==> src/rtl/data_mem_dump_engine.sv <==
// ---------------------------------------------------------------------------
// data_mem_dump_engine
//
// Post-run readout of the core's Data Memory. After a start pulse the engine
// walks byte addresses 0, STRIDE, 2*STRIDE ... DEPTH_BYTES-STRIDE, reads each
// word through a synchronous one-cycle read port and streams (address, word)
// pairs to a downstream sink over a valid/ready handshake.
//
// Optional feature: define DUMP_SKIP_ZERO_EN to suppress words that read as
// zero. The default build (macro undefined) reports every address.
//
// Ports:
//   CLK        in   clock, rising edge
//   RST        in   synchronous reset, active-high
//   start      in   one-cycle dump request, honoured only when idle
//   busy       out  high from accepted start until the done cycle
//   done       out  one-cycle pulse after the last pair is accepted
//   mem_rd_en  out  read strobe to Data Memory
//   mem_addr   out  byte address to Data Memory (holds when not reading)
//   mem_rdata  in   read data, valid the cycle after mem_rd_en
//   out_valid  out  out_addr/out_data hold a pair
//   out_ready  in   sink accepts when out_valid && out_ready
//   out_addr   out  byte address of the reported word
//   out_data   out  word read at out_addr
// ---------------------------------------------------------------------------
module data_mem_dump_engine #(
    parameter int unsigned ADDR_W      = 8,
    parameter int unsigned DATA_W      = 32,
    parameter int unsigned DEPTH_BYTES = 256,
    parameter int unsigned STRIDE      = 4
) (
    input  logic              CLK,
    input  logic              RST,
    input  logic              start,
    output logic              busy,
    output logic              done,
    output logic              mem_rd_en,
    output logic [ADDR_W-1:0] mem_addr,
    input  logic [DATA_W-1:0] mem_rdata,
    output logic              out_valid,
    input  logic              out_ready,
    output logic [ADDR_W-1:0] out_addr,
    output logic [DATA_W-1:0] out_data
);

    // One extra pointer bit so the end comparison can never be hidden by wrap.
    localparam logic [ADDR_W:0] LAST_PTR = (ADDR_W+1)'(DEPTH_BYTES - STRIDE);
    localparam logic [ADDR_W:0] STEP     = (ADDR_W+1)'(STRIDE);

    typedef enum logic [2:0] {
        S_IDLE,
        S_READ,
        S_WAIT,
        S_SEND,
        S_FIN
    } state_t;

    state_t              state_q;
    logic [ADDR_W:0]     ptr_q;
    logic [ADDR_W:0]     ptr_d;
    logic                is_last;
    logic                skip_word;
    logic                busy_q;
    logic                done_q;
    logic                rd_en_q;
    logic [ADDR_W-1:0]   mem_addr_q;
    logic                out_valid_q;
    logic [ADDR_W-1:0]   out_addr_q;
    logic [DATA_W-1:0]   out_data_q;

    assign ptr_d   = ptr_q + STEP;
    assign is_last = (ptr_q == LAST_PTR);

`ifdef DUMP_SKIP_ZERO_EN
    assign skip_word = (mem_rdata == '0);
`else
    assign skip_word = 1'b0;
`endif

    always_ff @(posedge CLK) begin
        if (RST) begin
            state_q     <= S_IDLE;
            ptr_q       <= '0;
            busy_q      <= 1'b0;
            done_q      <= 1'b0;
            rd_en_q     <= 1'b0;
            mem_addr_q  <= '0;
            out_valid_q <= 1'b0;
            out_addr_q  <= '0;
            out_data_q  <= '0;
        end else begin
            done_q  <= 1'b0;
            rd_en_q <= 1'b0;
            case (state_q)
                S_IDLE: begin
                    if (start) begin
                        state_q    <= S_READ;
                        ptr_q      <= '0;
                        busy_q     <= 1'b1;
                        rd_en_q    <= 1'b1;
                        mem_addr_q <= '0;
                    end
                end
                S_READ: begin
                    state_q <= S_WAIT;
                end
                S_WAIT: begin
                    if (skip_word) begin
                        // Suppressed word: advance exactly as an accepted pair would.
                        if (is_last) begin
                            state_q <= S_FIN;
                            busy_q  <= 1'b0;
                            done_q  <= 1'b1;
                        end else begin
                            state_q    <= S_READ;
                            ptr_q      <= ptr_d;
                            rd_en_q    <= 1'b1;
                            mem_addr_q <= ptr_d[ADDR_W-1:0];
                        end
                    end else begin
                        state_q     <= S_SEND;
                        out_valid_q <= 1'b1;
                        out_addr_q  <= ptr_q[ADDR_W-1:0];
                        out_data_q  <= mem_rdata;
                    end
                end
                S_SEND: begin
                    if (out_ready) begin
                        out_valid_q <= 1'b0;
                        if (is_last) begin
                            state_q <= S_FIN;
                            busy_q  <= 1'b0;
                            done_q  <= 1'b1;
                        end else begin
                            state_q    <= S_READ;
                            ptr_q      <= ptr_d;
                            rd_en_q    <= 1'b1;
                            mem_addr_q <= ptr_d[ADDR_W-1:0];
                        end
                    end
                end
                S_FIN: begin
                    state_q <= S_IDLE;
                end
                default: begin
                    state_q <= S_IDLE;
                end
            endcase
        end
    end

    assign busy      = busy_q;
    assign done      = done_q;
    assign mem_rd_en = rd_en_q;
    assign mem_addr  = mem_addr_q;
    assign out_valid = out_valid_q;
    assign out_addr  = out_addr_q;
    assign out_data  = out_data_q;

endmodule

==> config.mk <==
export PLATFORM = sky130hd
export DESIGN_NAME = data_mem_dump_engine
export DESIGN_NICKNAME = d
export VERILOG_FILES = /design/src/rtl/data_mem_dump_engine.sv
export SDC_FILE = /design/constraint.sdc
export NUM_CORES = 1
export LEC_CHECK = 0
export CAP_MARGIN = 10
export CORE_UTILIZATION = 30
export CTS_CLUSTER_DIAMETER = 200
export DETAILED_ROUTE_END_ITERATION = 16
export GPL_TIMING_DRIVEN = 0
export HOLD_SLACK_MARGIN = 0.06
export REMOVE_ABC_BUFFERS = 1
export SLEW_MARGIN = 40
export SYNTH_ARGS = -nofsm -noshare
export SYNTH_HDL_FRONTEND = slang
export SYNTH_SLANG_ARGS = --single-unit
==> constraint.sdc <==
create_clock -name CLK -period 2.9 [get_ports CLK]
set_input_delay 0.435 -clock CLK [delete_from_list [all_inputs] [get_ports CLK]]
set_output_delay 0.435 -clock CLK [all_outputs]
set_load 0.03 [all_outputs]
# Word-level counts from Yosys, hierarchy flattened
# Index checks and enable logic that the tools add are counted.
totals:
  reg_bits: 64
  input_bits: 36
  output_inout_bits: 52
  word_cells: 51
op_classes:
  add_sub_neg: 1
  n_eq_ne: 8
  muxes: 23
  bitwise: 2
  n_reduce_logical: 8
op_table:
  columns: ["op", "n"]
  rows:
  - ["two-way mux 9 bit", 3]
  - ["two-way mux 8 bit", 3]
  - ["case mux 9 bit (2 select lines)", 1]
  - ["case mux 8 bit (2 select lines)", 1]
  - ["case mux 3 bit (4 select lines)", 1]
  - ["adder 9 x 3 -> 9 bit, second input constant", 1]
  - ["== test 9 x 8 -> 1 bit, second input constant", 1]
  - ["two-way mux 3 bit", 3]
  - ["two-way mux 1 bit", 8]
  - ["inequality test 2 bit, second input constant", 4]
  - ["AND reduction 4 bit", 2]
  - ["== test 3 x 2 -> 1 bit, second input constant", 2]
  - ["case mux 1 bit (2 select lines)", 3]
  - ["AND reduction 2 bit", 2]
  - ["nonzero test 2 bit", 2]
  - ["== test 3 x 1 -> 1 bit, second input constant", 1]
  - ["logical NOT 3 bit", 1]
  - ["OR reduction 3 bit", 1]
  - ["inverter 1 bit", 2]

# Depth between registers and ports, before layout
depth:
  word_depth: 4
  depth_mapped: 6
  ltp_nobuf: 4

# Worst setup path after synthesis
# No wires, ideal clock.
synth_timing:
  kind: "register to register"
  startpoint: "reg state_q[0]"
  endpoint: "reg mem_addr_q[6] (netlist: mem_addr[6])"
  setup_ns: 0.086
  arrival_ns: 1.349
  required_ns: 2.814
  path_slack_ns: 1.465
  path_stages_with_launch: 6
  n_path_buf: 2
  period_less_slack_ns: 1.435
  path_cell_list: "dfxtp_1 > buf_6 > or4b_4 > buf_6 > a21o_1 > a221oi_2"
synth_via:
  elab_chain_cells: 3
  elab_cells_between_ends: 8
  cone_classes: "4 x eq/ne; 1 x mux; 3 x reduce/logical"
synth_lines:
  columns: ["element", "line", "source"]
  rows:
  - ["from (decl)", "58", "state_t state_q;"]
  - ["from (signal assigned)", "82", "state_q <= S_IDLE;"]
  - ["from (signal assigned)", "97", "state_q <= S_READ;"]
  - ["from (signal assigned)", "105", "state_q <= S_WAIT;"]
  - ["== test 3 x 2 -> 1 bit / logical NOT 3 bit (equally long branches)", "94", "case (state_q)"]
  - ["inequality test 2 bit (no source line) / nonzero test 2 bit (equally long branches)", null, null]
  - ["AND reduction 4 bit (no source line)", null, null]
  - ["to (signal assigned)", "118", "mem_addr_q <= ptr_d[ADDR_W-1:0];"]
  - ["to (signal assigned)", "138", "mem_addr_q <= ptr_d[ADDR_W-1:0];"]
  - ["to (decl)", "66", "logic [ADDR_W-1:0] mem_addr_q;"]
# Several ways; a longest one is shown, not always the timed one.
# A chain may end at the register's enable or synchronous reset.

# Final worst setup path
layout_timing:
  startpoint: "reg mem_addr_q[4] (netlist: mem_addr[4])"
  endpoint: "out mem_addr[4]"
layout_lines:
  columns: ["element", "line", "source"]
  rows:
  - ["to (decl)", "38", "output logic [ADDR_W-1:0] mem_addr,"]
# No word-level cell between the ends.

==> impl_metrics.yaml <==
outcome:
  outcome: "finished clean"
route:
  routedWlPerCell_microns: 12.6
  via_count: 1916
  dr.pass1.iters: 4
  drc_errors: 0
  totalWireLength_mm: 5.04
  drt-initial-drc-count: 47
  drt-vias-per-instance: 4.80
  antenna_left: 0
sta:
  finalCriticalPeriod_ns: 1.99
  setup_slack_ns: 0.912
  setup_viol: 0
  slew_headroom: 0.606
  maxSlewViolCount: 0
  hold_viol: 0
  holdWs_ns: 0.456
  fmax_ghz: 0.503
  post-route-period-util: 0.686
  clock_skew_ns: 0.00571
  worstMarginPinSlew_ns: 0.588
  rsz0062_at_grt: "false"
die:
  ios: 88
  start_util: 0.318
  core_area_sq_um: 6530
  die_height_microns: 85.2
  die_area_sq_um: 7260
  chipWidth_microns: 85.2
  rows: 29
cts:
  cts_root_buf: "clkbuf_8"
  cts_tree: "done"
  post-cts-setup-buffer-count: 0
  cts_max_level: 2
  ctsResizeCount: 0
  clk_pin_slew_ns: 0.10
  clkSinkCount: 52
  insertion_delay_ns: 0.30
  cts.path.max_buffers: 2
  cts_made_buffers: 5
  cts_hold_buf: 0
grt:
  grt_pass1_vias: 1690
  grt-ovfl-total: 0
  grt_pass1_wl_mm: 8.04
  grt_usage: 0.139
  antenna_found_initial: 0
  grt_max_degree: 52
critical_path:
  path_buf_inv: 1
  cp-end-kind: "primary output"
  worst-path-stages: 1
  crit_fanout: 9
  crit_chain: "clkdlybuf4s50_1"
  cp_slowest_cell: "clkdlybuf4s50_1"
  rr_worst_depth: 6
  crit_path_start_kind: "register"
  critPathKind: "register to primary output"
  arrival_ns: 1.55
  cpLargestDelayFamily: "buffers and inverters"
  critPathRequiredTime_ns: 2.47
  slowest_delay_ns: 0.74
final_layout:
  nets: 358
  final_core_util: 0.467
  final_cells: 399
  finalInstanceArea_sq_um: 3050
  drive_above_1_share: 0.0559
  diodes: 0
  syn_to_final_growth_pct: 46.7
synthesis:
  ys_seq_area_frac: 0.501
  netlist_top_cells_area: "dfxtp_1 (50%), nand2_1 (14%), a21oi_1 (9.9%)"
  synth_common_cells: "nand2_1 (79), dfxtp_1 (52), a21oi_1 (41), buf_4 (10), clkbuf_1 (10)"
  yosysWarnings: 0
  ys.flop_type: "dfxtp_1"
  synth-seq-cells: 52
  synth_cells: 251
  postSynthAreaPerCell_sq_um: 8.28
  synth_edf_count: 0
  synth_top_area_frac: 0.501
  async_flop_share: 0
  syn_area_sq_um: 2080
  synth.most_common_cell: "nand2_1"
  synth_cell_types: 38
  yosys.area.top_type: "dfxtp_1"
placement:
  dpl_cell_area_sq_um: 2890
  place_inst: 391
  post-place-ws_ns: 0.615
  port_buffers: 83
  place_hpwl_mm: 3.35
  finalWeightedCongestion: 0.794
pwr:
  p_leak_nw: 1.05
  ir_drop_uv: 229
  powerDensity_nw_per_um2: 558
run:
  drv_cap: 0
worst_hold_path:
  worstHoldPathCells: 2
  hold_path.class: "register to register"
path summary, 6_finish.rpt:
| path | start | end | slack [ns] |
|---|---|---|---|
| max | mem_addr[4] | mem_addr[4] | 0.91 |
| min | out_data[26] | out_data[26] | 0.46 |
| max reg2reg | state_q[1] | out_data[17] | 0.95 |
| min reg2reg | out_data[26] | out_data[26] | 0.46 |
placed cells by master, fill, tap and decap left out, drive strengths merged, types with 3 or more instances in the layout:
master	n
clkdlybuf4s50	82
nand2	79
dfxtp	52
a21oi	41
nand3	5
nand2b	5
clkbuf	5
buf	5
conb	4
inv	3
a31oi	3
bufinv	3
layer usage:
layer	vias up	global-route usage	part of all wire
met3	5	0.0360	0.065
met2	61	0.228	0.45
met4	0	0.0370	0.0069
met1	875	0.183	0.48
li1	975	-	-
met5	-	0	0
through the flow:
stage / power, mW / setup TNS [ns]
finish: 1.70 / 0
global placement: 1.04 / -62.15
CTS: 1.72 / 0
global route: 1.77 / 0
detailed placement: 1.05 / 0
floorplan: 0.906 / 0
registers in the layout, indices dropped and copies added (netlist names):
name       flops
busy           1
done           1
mem_addr       5
mem_rd_en      1
out_addr       6
out_data      32
out_valid      1
ptr_q          2
state_q        3
cell type report:
| type | instances | area (sq um) |
|---|---|---|
| Clock buffer | 5 | 68.8 |
| Clock inverter | 3 | 90.1 |
| Fill cell | 644 | 3480 |
| Inverter | 3 | 11.3 |
| Multi-Input combinational cell | 172 | 887 |
| Sequential cell | 52 | 1040 |
| Tap cell | 77 | 96.3 |
| Timing Repair Buffer | 87 | 855 |
where the power goes:
| group | leakage [nW] | total (mW) | switching (mW) | internal, mW |
|---|---|---|---|---|
| clock | 0.0784 | 0.673 | 0.241 | 0.431 |
| combinational | 0.550 | 0.265 | 0.146 | 0.119 |
| sequential | 0.422 | 0.763 | 0.0186 | 0.744 |
| total | 1.05 | 1.70 | 0.406 | 1.29 |
kinds of logic after synthesis:
group / share of synthesized area
AND/OR/NAND/NOR: 0.236
AO/OA/AOI/OAI: 0.174
flip-flops: 0.501
buffers and inverters: 0.0813
adder cells (fa/ha/maj): 0.00602
other: 0.00180
No activity file was read; power rests on OpenSTA's default activity.
